## src/rtl/sensor_pkg.sv

```systemverilog
// Shared types and default phase lengths for the image-sensor frame sequencer.
package sensor_pkg;

  typedef enum logic [2:0] {
    ST_IDLE,
    ST_ERASE,
    ST_CORR,
    ST_EXPOSE,
    ST_CONVERT,
    ST_READ
  } seq_state_t;

  localparam int unsigned def_pixel_count    = 4;
  localparam int unsigned def_erase_cycles   = 4;
  localparam int unsigned def_corr_cycles    = 256;
  localparam int unsigned def_convert_cycles = 256;
  localparam int unsigned def_exp_width      = 16;

  function automatic int unsigned max_u(input int unsigned a, input int unsigned b);
    return (a > b) ? a : b;
  endfunction

endpackage

```

## src/rtl/phase_timer.sv

```systemverilog
// Loadable down-counter with a registered zero flag; shared by every timed phase.
module phase_timer #(
  parameter int unsigned width = 8
) (
  input  logic             clk,
  input  logic             rst,
  input  logic             load,
  input  logic [width-1:0] load_value,
  output logic             zero
);

  logic [width-1:0] count_q;
  logic [width-1:0] count_d;

  // Saturates at zero so idle phases leave the counter parked.
  always_comb begin
    count_d = count_q;
    if (load) begin
      count_d = load_value;
    end else if (count_q != '0) begin
      count_d = count_q - width'(1);
    end
  end

  always_ff @(posedge clk or posedge rst) begin
    if (rst) begin
      count_q <= '0;
      zero    <= 1'b1;
    end else begin
      count_q <= count_d;
      zero    <= (count_d == '0);
    end
  end

endmodule

```

## src/rtl/frame_sequencer.sv

```systemverilog
// Image-sensor frame sequencer: erase, optional CDS reset read, exposure, conversion, readout.
// Optional frame counter output enabled by defining FRAME_SEQ_FRAME_COUNT_EN.
module frame_sequencer
  import sensor_pkg::*;
#(
  parameter int unsigned pixel_count    = def_pixel_count,
  parameter int unsigned erase_cycles   = def_erase_cycles,
  parameter int unsigned corr_cycles    = def_corr_cycles,
  parameter int unsigned convert_cycles = def_convert_cycles,
  parameter int unsigned exp_width      = def_exp_width
) (
  input  logic                           system_clk,
  input  logic                           reset,
  input  logic                           enable,
  input  logic                           cont_mode,
  input  logic                           cds,
  input  logic [exp_width-1:0]           expose_time,
  input  logic                           read_ready,
  output logic                           erase,
  output logic                           corr,
  output logic                           expose,
  output logic                           convert,
  output logic                           read,
  output logic                           idle,
  output logic [$clog2(pixel_count)-1:0] pixel_select,
  output logic                           frame_done
`ifdef FRAME_SEQ_FRAME_COUNT_EN
  ,
  output logic [15:0]                    frame_count
`endif
);

  localparam int unsigned pix_w = $clog2(pixel_count);
  localparam int unsigned cnt_w = max_u(max_u(exp_width, $clog2(corr_cycles)),
                                        max_u($clog2(convert_cycles), $clog2(erase_cycles)));
  localparam logic [pix_w-1:0] pix_last  = pix_w'(pixel_count - 1);
  localparam logic [cnt_w-1:0] erase_v   = cnt_w'(erase_cycles - 1);
  localparam logic [cnt_w-1:0] corr_v    = cnt_w'(corr_cycles - 1);
  localparam logic [cnt_w-1:0] convert_v = cnt_w'(convert_cycles - 1);

  seq_state_t           state_q;
  seq_state_t           state_d;
  logic [pix_w-1:0]     pix_d;
  logic                 done_d;
  logic                 latch;
  logic                 cds_q;
  logic [exp_width-1:0] exp_q;
  logic                 tmr_load;
  logic [cnt_w-1:0]     tmr_value;
  logic                 tmr_zero;
  logic [cnt_w-1:0]     expose_v;

  assign expose_v = cnt_w'(exp_q - exp_width'(1));

  phase_timer #(.width(cnt_w)) u_timer (
    .clk        (system_clk),
    .rst        (reset),
    .load       (tmr_load),
    .load_value (tmr_value),
    .zero       (tmr_zero)
  );

  // Next-state, timer load and READ handshake.
  always_comb begin
    state_d   = state_q;
    pix_d     = pixel_select;
    done_d    = 1'b0;
    latch     = 1'b0;
    tmr_load  = 1'b0;
    tmr_value = '0;
    case (state_q)
      ST_IDLE: begin
        if (enable) begin
          state_d   = ST_ERASE;
          latch     = 1'b1;
          tmr_load  = 1'b1;
          tmr_value = erase_v;
        end
      end
      ST_ERASE: begin
        if (tmr_zero) begin
          tmr_load = 1'b1;
          if (cds_q) begin
            state_d   = ST_CORR;
            tmr_value = corr_v;
          end else begin
            state_d   = ST_EXPOSE;
            tmr_value = expose_v;
          end
        end
      end
      ST_CORR: begin
        if (tmr_zero) begin
          state_d   = ST_EXPOSE;
          tmr_load  = 1'b1;
          tmr_value = expose_v;
        end
      end
      ST_EXPOSE: begin
        if (tmr_zero) begin
          state_d   = ST_CONVERT;
          tmr_load  = 1'b1;
          tmr_value = convert_v;
        end
      end
      ST_CONVERT: begin
        if (tmr_zero) begin
          state_d = ST_READ;
          pix_d   = '0;
        end
      end
      ST_READ: begin
        if (read_ready) begin
          if (pixel_select == pix_last) begin
            done_d = 1'b1;
            pix_d  = '0;
            if (cont_mode) begin
              state_d   = ST_ERASE;
              latch     = 1'b1;
              tmr_load  = 1'b1;
              tmr_value = erase_v;
            end else begin
              state_d = ST_IDLE;
            end
          end else begin
            pix_d = pixel_select + pix_w'(1);
          end
        end
      end
      default: state_d = ST_IDLE;
    endcase
  end

  // Per-frame settings; a zero exposure is stretched to one cycle.
  always_ff @(posedge system_clk or posedge reset) begin
    if (reset) begin
      cds_q <= 1'b0;
      exp_q <= '0;
    end else if (latch) begin
      cds_q <= cds;
      exp_q <= (expose_time == '0) ? exp_width'(1) : expose_time;
    end
  end

  // State register with phase strobes registered alongside it.
  always_ff @(posedge system_clk or posedge reset) begin
    if (reset) begin
      state_q      <= ST_IDLE;
      idle         <= 1'b1;
      erase        <= 1'b0;
      corr         <= 1'b0;
      expose       <= 1'b0;
      convert      <= 1'b0;
      read         <= 1'b0;
      pixel_select <= '0;
      frame_done   <= 1'b0;
    end else begin
      state_q      <= state_d;
      idle         <= (state_d == ST_IDLE);
      erase        <= (state_d == ST_ERASE);
      corr         <= (state_d == ST_CORR);
      expose       <= (state_d == ST_EXPOSE);
      convert      <= (state_d == ST_CONVERT);
      read         <= (state_d == ST_READ);
      pixel_select <= pix_d;
      frame_done   <= done_d;
    end
  end

`ifdef FRAME_SEQ_FRAME_COUNT_EN
  always_ff @(posedge system_clk or posedge reset) begin
    if (reset) begin
      frame_count <= '0;
    end else if (done_d) begin
      frame_count <= frame_count + 16'd1;
    end
  end
`endif

endmodule
```

## config.mk

```make
export PLATFORM = sky130hd
export DESIGN_NAME = frame_sequencer
export DESIGN_NICKNAME = d
export VERILOG_FILES = /design/src/rtl/sensor_pkg.sv /design/src/rtl/phase_timer.sv /design/src/rtl/frame_sequencer.sv
export SDC_FILE = /design/constraint.sdc
export NUM_CORES = 1
export LEC_CHECK = 0
export BUFFER_PORTS_ARGS = -buffer_cell sky130_fd_sc_hd__buf_2
export CELL_PAD_IN_SITES_DETAIL_PLACEMENT = 2
export CELL_PAD_IN_SITES_GLOBAL_PLACEMENT = 2
export CORE_MARGIN = 10
export CORE_UTILIZATION = 25
export DETAILED_ROUTE_END_ITERATION = 12
export PLACE_DENSITY_LB_ADDON = 0.1
export SKIP_LAST_GASP = 1
export SYNTH_ARGS = -nofsm -noshare
export SYNTH_HDL_FRONTEND = slang
export SYNTH_SLANG_ARGS = --single-unit
```

## constraint.sdc

```tcl
create_clock -name system_clk -period 5.71 [get_ports system_clk]
set_input_delay 0.8565 -clock system_clk [delete_from_list [all_inputs] [get_ports system_clk]]
set_output_delay 0.8565 -clock system_clk [all_outputs]
set_load 0.05 [all_outputs]
```

==> results.toml, run 1 <==
[clock_tree]
cts-resized-gates = 0
insertion_delay_ns = 0.31
cts_tree = "built"
post-cts-setup-buffer-count = 0
root_buffer = "clkbuf_8"
cts.hold.buffers_added = 0
clockBufferDepth = 2
cts_made_buffers = 5
htreeDepth = 2
clk_pin_slew_ns = 0.09
cts_sinks = 46

[global_route]
grt-ovfl-total = 0
grt_max_degree = 47
track_usage_pct = 11.6
use_met2_pct = 17.8
first_global_vias = 2534
antenna_found_initial = 0
met1_usage_pct = 15.9
busiest_layer = "met2"
grt_pass1_wl_um = 14000
met3_usage_pct = 2.35

[sta]
tns_ns = 0
fin_skew_ns = 0.00713
finalHoldViolCount = 0
tightest_slew_ns = 1.02
clock.fmax_mhz = 309
rsz0062_at_grt = "no"
slew_viol_final = 0
setup_viol = 0
relSlewSlack_pct = 31.6
period_needed_ns = 3.24
period_share_pct = 56.7

[outcome]
outcome = "finished clean"

[power]
powerDensity_nw_per_um2 = 203
irDropWorstVdd_v = 0.0000740
p_leak_nw = 1.23

[synth]
syn-num-nets = 326
synth_edf_count = 0
ys.warnings.count = 0
yosys-top-cells-count = "nand2_1 (57), dfrtp_1 (44), nor2_1 (23)"
ys_ff_latch = 46
synth_top_cell_by_area = "dfrtp_1"
avgSynthCellArea_um2 = 9.00
syn_inst = 300
synth_seq_area_share_pct = 42.7
synth_top_area_share_pct = 40.8
synth.distinct_cells = 60
syn_area_um2 = 2700
ys.flop_type = "dfrtp_1"
synthArstFlopShare_pct = 100
synth.most_common_cell = "nand2_1"
synth_area_leaders = "dfrtp_1 (41%), nand2_1 (7.9%), xnor2_1 (3.9%)"

[floorplanning]
fp.dieW_um = 124
start_util_pct = 25.9
die_h_um = 124
io_pins = 31
dieArea_um2 = 15400
core.rowCount = 37
placeableCoreArea_um2 = 10400

[worst_setup_path]
worstPathRequired_ns = 5.94
crit_arrival_ns = 3.46
critPathMostFrequentCell = "or4_1"
crit_path_max_fanout = 21
rr_endpoint = "u_timer.zero"
reg2reg_depth = 8
worst_path_largest_cell_delay_ns = 0.71
cp-start-kind = "flip-flop"
crit_path_start = "state_q[0]"
crit_buf_inv = 1
r2r_setup_slack_ns = 2.47
path_class = "flip-flop to flip-flop"
cp_slowest_cell = "dfrtp_1"
end_kind = "flip-flop"
critical_path_depth = 8
endpoint = "u_timer.zero"
crit_family = "simple AND/OR/NAND/NOR gates"
reg2reg_from = "state_q[0]"
crit_chain = "and4b_1, a31oi_2, buf_4, nand2_1, nor3_1, or4_1, or4_1, nor4_2"

[layout]
fin_area_um2 = 3080
multi_input_area_um2 = 1440
area_growth_pct = 14.0
finalNetCount = 352
fin_util_pct = 29.6
layout-drive-gt1-share_pct = 18.3
antenna_cells = 0
n_fill_cell = 1223
regArea_um2 = 1150

[routing]
route.detailed.drc = 0
avgViaCountPerCell = 4.89
wirelength_um = 8190
drtPass1Iterations = 4
vias = 2263
drt_iter0_markers = 128
wl_per_cell_um = 17.7
antenna_left = 0

[place]
io_buffers = 30
place_area_um2 = 2970
finalWeightedCongestion = 0.716
place_hpwl_um = 6220

[hold_path]
worstHoldPathType = "flip-flop to flip-flop"

[flow_run]
max-cap-violations = 0
metrics by stage:
stage | std cells | setup slack, ns | hold WS (ns) | total power (W)
after floorplan | 300 | 2.85 | 0.460 | 0.000371
after global placement | 455 | 2.36 | 0.501 | 0.000390
after detailed placement | 455 | 2.30 | 0.504 | 0.000391
after CTS | 463 | 2.46 | 0.525 | 0.000638
after global routing | 463 | 2.18 | 0.574 | 0.000661
final | 463 | 2.47 | 0.517 | 0.000624
final cells by class:
type,instances,area share [%]
clock buffers,8,3.57
repair buffers,32,5.36
well taps,136,5.52
multi-input cells,230,46.8
flip-flops and latches,46,37.4
inverters,11,1.34
sequential cells by signal (all words and copies together) (netlist names):
signal and flops:
cds_q 1, convert 1, corr 1, erase 1, exp_q 16, expose 1
frame_done 1, idle 1, pixel_select 2, read 1, state_q 3, u_timer.count_q 16
u_timer.zero 1
cell families after synthesis:
group                      after synthesis  share of synthesized area, %
muxes                                    1                         0.371
buffers and inverters                   24                          4.21
DFF                                     46                          42.7
xor gates and xnor gates                21                          6.81
adders and majority gates                4                          1.85
and+or+nand+nor                        148                          28.5
AOI/OAI and AO/OA                       56                          15.5
placed cells by master (no fill, tap or decap), drive strengths merged, types with 3 or more instances in the layout:
| cell | instances |
|---|---|
| xnor2 | 12 |
| and2 | 4 |
| o21ai | 7 |
| nand3 | 8 |
| o31a | 3 |
| nor3 | 11 |
| o22ai | 13 |
| nand2b | 3 |
| inv | 11 |
| a31oi | 4 |
| or3 | 3 |
| nor4 | 11 |
| or4 | 8 |
| nand2 | 57 |
| nor2 | 23 |
| clkbuf | 8 |
| buf | 32 |
| a21oi | 12 |
| nor2b | 3 |
| xor2 | 9 |
| ha | 4 |
| dfrtp | 44 |
power by group:
part / internal [W] / switching [W] / total, W
logic: 0.0000165 / 0.0000251 / 0.0000417
registers: 0.000332 / 0.00000943 / 0.000342
clock network: 0.000122 / 0.000119 / 0.000241
total: 0.000471 / 0.000153 / 0.000624
worst min-delay path by stage:
stage | from | endpoint | slack, ns | depth (start not counted)
4_1_cts | exp_q[15] | exp_q[15] | 0.53 | 2
2_1_floorplan | exp_q[15] | exp_q[15] | 0.46 | 2
3_5_place_dp | exp_q[15] | exp_q[15] | 0.50 | 2
6_report | exp_q[15] | exp_q[15] | 0.52 | 2
3_3_place_gp | exp_q[15] | exp_q[15] | 0.50 | 2
5_1_grt | pixel_select[1] | pixel_select[1] | 0.57 | 1
worst reg2reg max path: cells and delay by family, from the launching register on:
| kind | cells | cell delay [ns] |
|---|---|---|
| AOI/OAI and AO/OA | 1 | 0.11 |
| and+or+nand+nor | 6 | 2.10 |
| buffers and inverters | 1 | 0.23 |
| DFF | 1 | 0.71 |
routing by layer:
metal	vias up	share of wire [%]
met4	0	1.2
met2	27	45
met3	7	2.5
met1	1107	51
met5	-	0
li1	1122	-
No activity file was read; power rests on OpenSTA's default activity.
==> inputs of run 2 (changes only) <==
==> constraint.sdc (replaced) <==
create_clock -name system_clk -period 3.1 [get_ports system_clk]
set_input_delay 0.465 -clock system_clk [delete_from_list [all_inputs] [get_ports system_clk]]
set_output_delay 0.465 -clock system_clk [all_outputs]
set_load 0.05 [all_outputs]
==> results.toml, run 2 (synthesized netlist as in run 1, its figures left out) <==
[place]
dpl.cell_count = 468
finalWeightedCongestion = 0.743
place_hpwl_um = 6720
io_buffers = 30

[sta]
period_share_pct = 92.5
fin_skew_ns = 0.0117
setup_viol = 0
tns_ns = 0
finalHoldViolCount = 0
tightest_slew_ns = 1.02
clock.fmax_mhz = 349
relSlewSlack_pct = 32.1
slew_viol_final = 0
rsz0062_at_grt = "no"
period_needed_ns = 2.87

[clock_tree]
root_buffer = "clkbuf_8"
cts_sinks = 46
htreeDepth = 2
clk_pin_slew_ns = 0.09
insertion_delay_ns = 0.31
clockBufferDepth = 2
cts_made_buffers = 5
cts_tree = "built"

[layout]
antenna_cells = 0
fin_util_pct = 31.0
mostFrequentLayoutCell = "nand2_1"
layout-drive-gt1-share_pct = 22.2
finalNetCount = 367
area_growth_pct = 19.5
top_regs = "exp_q: 16 flops, u_timer.count_q: 16 flops, state_q: 3 flops"
stdcell_count = 478
n_fill_cell = 1230
mostFrequentLayoutCells = "nand2_1 (57), dfrtp_1 (44), buf_2 (30)"

[routing]
drt_iter0_markers = 117
vias = 2358
avgViaCountPerCell = 4.93
route.detailed.drc = 0
antenna_left = 0
drtPass1Iterations = 4
wl_per_cell_um = 18.0
wirelength_um = 8610

[global_route]
grt_pass1_wl_um = 14200
antenna_found_initial = 0
grt-ovfl-total = 0
first_global_vias = 2593
track_usage_pct = 11.9
grt_max_degree = 47

[worst_setup_path]
cp_slowest_cell = "or4b_1"
crit_path_max_fanout = 5
crit_chain = "inv_1, ha_1, or4b_1, o41ai_4, nor3_1, xnor2_1, o22ai_1, or4_1, nor4_2"
path_class = "flip-flop to flip-flop"
crit_path_start = "u_timer.count_q[0]"
worstPathRequired_ns = 3.33
crit_arrival_ns = 3.10
cp-start-kind = "flip-flop"
end_kind = "flip-flop"
reg2reg_depth = 9
worst_path_largest_cell_delay_ns = 0.55
reg2reg_from = "u_timer.count_q[0]"

[hold_path]
worstHoldPathType = "primary input to flip-flop"
hold_depth = 3
hold_start = "cds"

[floorplanning]
placeableCoreArea_um2 = 10400
dieArea_um2 = 15400
start_util_pct = 25.9
core.rowCount = 37
io_pins = 31
fp.dieW_um = 124
die_h_um = 124

[flow_run]
max-cap-violations = 0

[power]
powerDensity_nw_per_um2 = 361
irDropWorstVdd_v = 0.000124
p_leak_nw = 1.30
total_power_w = 0.00117

[outcome]
outcome = "finished clean"
run 2: timing repair:
item | CTS | global route
setup buffers | 0 | 2
resized for setup | 0 | 6
setup endpoints to repair | 0 | 1
hold buffers | 0 | 0
run 2: where the power goes:
group          switching, W  total [W]  internal, W  leakage [nW]
logic             0.0000464  0.0000792    0.0000328         0.720
registers         0.0000172   0.000629     0.000612         0.532
clock network      0.000217   0.000459     0.000242        0.0524
total              0.000280    0.00117     0.000886          1.30
run 2: layout make-up:
type | count | area [µm²] | share of cell area, %
Multi-Input combinational cell | 230 | 1480 | 45.8
Sequential cell | 46 | 1150 | 35.7
Timing Repair Buffer | 47 | 278 | 8.60
Tap cell | 136 | 170 | 5.27
Clock buffer | 7 | 76.3 | 2.36
Inverter | 11 | 41.3 | 1.28
Clock inverter | 1 | 30.0 | 0.930
run 2: critical path, delay by kind of cell, from the launching register on:
family / cells / cell delay (ns)
AO/OA/AOI/OAI: 2 / 0.45
XOR/XNOR: 1 / 0.19
adder cells (fa/ha/maj): 1 / 0.17
buffers and inverters: 1 / 0.13
flip-flops: 1 / 0.43
AND/OR/NAND/NOR: 4 / 1.43
run 2: layer usage:
layer  track usage, %  part of all wire [%]  vias to the layer above
li1                 -                     -                     1157
met5                0                     0                        -
met1             15.7                    50                     1167
met2             19.4                    46                       28
met4             3.02                  0.99                        0
met3             2.26                   2.6                        6
run 2: per-stage QoR:
| step | worst slack, ns | hold WS (ns) | area [µm²] |
|---|---|---|---|
| final | 0.232 | 0.345 | 3230 |
| after global placement | 0.198 | 0.516 | 3070 |
| after global routing | 0.00253 | 0.352 | 3230 |
| after CTS | 0.121 | 0.336 | 3170 |
| after detailed placement | 0.163 | 0.525 | 3070 |
| after floorplan | 0.426 | 0.460 | 2700 |
run 2: final timing paths:
path	end	slack, ns
hold / removal	cds_q	0.35
hold reg to reg	exp_q[13]	0.54
setup / recovery	u_timer.zero	0.23
max in group asynchronous	pixel_select[1]	2.07
setup reg to reg	u_timer.zero	0.23
min in group asynchronous	exp_q[3]	0.38
==> inputs of run 3 (changes only) <==
--- a/config.mk
+++ b/config.mk
@@ -12,6 +12,7 @@
 export CORE_UTILIZATION = 25
 export DETAILED_ROUTE_END_ITERATION = 12
 export PLACE_DENSITY_LB_ADDON = 0.1
+export REMOVE_ABC_BUFFERS = 1
 export SKIP_LAST_GASP = 1
 export SYNTH_ARGS = -nofsm -noshare
 export SYNTH_HDL_FRONTEND = slang
==> results.toml, run 3 (synthesized netlist as in run 1, its figures left out) <==
[sta]
tightest_slew_ns = 1.06
setup_viol = 0
clock.fmax_mhz = 337
period_share_pct = 95.8
hold_ws_ns = 0.371
finalHoldViolCount = 0
slew_viol_final = 0
fin_skew_ns = 0.00696
period_needed_ns = 2.97
relSlewSlack_pct = 29.5
rsz0062_at_grt = "no"

[global_route]
grt-ovfl-total = 0
grt_max_degree = 47
track_usage_pct = 11.8
first_global_vias = 2527
grt_pass1_wl_um = 14400
antenna_found_initial = 0

[clock_tree]
cts_made_buffers = 5
htreeDepth = 2
cts.hold.buffers_added = 0
cts_sinks = 46
root_buffer = "clkbuf_8"
clk_pin_slew_ns = 0.10
clockBufferDepth = 2
cts_tree = "built"
insertion_delay_ns = 0.30

[routing]
avgViaCountPerCell = 5.00
wirelength_um = 8680
route.met2.wl_um = 3930
maxUsedRoutingLayer = "met4"
route.detailed.drc = 0
drt_iter0_markers = 64
wl_per_cell_um = 18.2
vias = 2381
drtPass1Iterations = 4
detailroute.wirelength.met3_um = 187
wl_met1_um = 4440
antenna_left = 0

[worst_setup_path]
crit_chain = "inv_1, ha_1, or4b_1, o41ai_4, nor3_1, xnor2_1, o22ai_1, or4_1, nor4_2"
path_class = "flip-flop to flip-flop"
crit_buf_inv = 1
worstPathRequired_ns = 3.31
crit_arrival_ns = 3.18
crit_family = "simple AND/OR/NAND/NOR gates"
end_kind = "flip-flop"
cp_slowest_cell = "or4_1"
crit_path_max_fanout = 5
worst_path_largest_cell_delay_ns = 0.56
cp-start-kind = "flip-flop"

[power]
p_leak_nw = 1.30
irDropWorstVdd_v = 0.000162
powerDensity_nw_per_um2 = 363
total_power_w = 0.00117

[floorplanning]
core.rowCount = 37
die_h_um = 124
fp.dieW_um = 124
placeableCoreArea_um2 = 10400
io_pins = 31
dieArea_um2 = 15400
start_util_pct = 25.9

[layout]
area_growth_pct = 18.9
layout-drive-gt1-share_pct = 22.6
antenna_cells = 0
fin_area_um2 = 3210
mostFrequentLayoutCell = "nand2_1"
regArea_um2 = 1150
stdcell_count = 476
n_fill_cell = 1212
fin_util_pct = 30.8
mostFrequentLayoutCells = "nand2_1 (57), dfrtp_1 (44), buf_2 (30)"
multi_input_area_um2 = 1480
finalNetCount = 365
top_regs = "exp_q: 16 flops, u_timer.count_q: 16 flops, state_q: 3 flops"

[place]
finalWeightedCongestion = 0.815
place_hpwl_um = 6730
io_buffers = 30
dpl.cell_count = 467
place_area_um2 = 3060

[hold_path]
worstHoldPathType = "primary input to flip-flop"

[flow_run]
max-cap-violations = 0

[outcome]
outcome = "finished clean"
[run 3: cell types whose count changed in the layout (fill, tap and decap cells not counted)]
cell and delta:
or3b_4 -1, buf_4 -2, a31oi_2 +1, nor4_1 -1, clkbuf_1 -2, clkinv_2 +2, or3b_2 +1, nor4_2 +1
a31oi_4 -1
[run 3: layout make-up]
class                           count  share of cell area (%)
Inverter                           11                    1.29
Tap cell                          136                    5.30
Timing Repair Buffer               45                    8.18
Sequential cell                    46                    35.9
Clock inverter                      3                    1.25
Clock buffer                        5                    2.14
Multi-Input combinational cell    230                    45.9
[run 3: final timing paths]
path	start	cells after the start	slack (ns)	end
hold / removal	expose_time[11]	3	0.37	exp_q[11]
max in group asynchronous	reset	2	2.03	exp_q[15]
setup / recovery	u_timer.count_q[1]	9	0.13	u_timer.zero
min in group asynchronous	reset	2	0.42	pixel_select[1]
hold reg to reg	exp_q[15]	2	0.51	exp_q[15]
setup reg to reg	u_timer.count_q[1]	9	0.13	u_timer.zero
[run 3: power breakdown]
part / leakage [nW] / switching, W / internal (W) / total [W]
combinational: 0.711 / 0.0000466 / 0.0000326 / 0.0000793
clock: 0.0579 / 0.000220 / 0.000238 / 0.000458
sequential: 0.532 / 0.0000174 / 0.000612 / 0.000629
total: 1.30 / 0.000284 / 0.000882 / 0.00117
[run 3: tightest hold or removal path: cells and delay by family]
family                 cells  cell delay [ns]
AND/OR/NAND/NOR            2             0.09
buffers and inverters      1             0.08
[run 3: routing by layer]
metal | up-vias | global-route usage, %
met5 | - | 0
met4 | 0 | 2.16
met3 | 10 | 1.86
met2 | 37 | 18.1
met1 | 1181 | 17.2
li1 | 1153 | -
[run 3: metrics by stage]
stage,TNS (ns),setup WS [ns]
3_3_place_gp,0,0.108
4_1_cts,0,0.0859
2_1_floorplan,-0.236,-0.236
5_1_grt,0,0.0000329
6_report,0,0.130
3_5_place_dp,0,0.119
[run 3: what timing repair did]
item                                    in CTS  in global routing
endpoints found under the setup margin       0                  1
buffers inserted                             0                  1
gates resized for setup                      0                  5
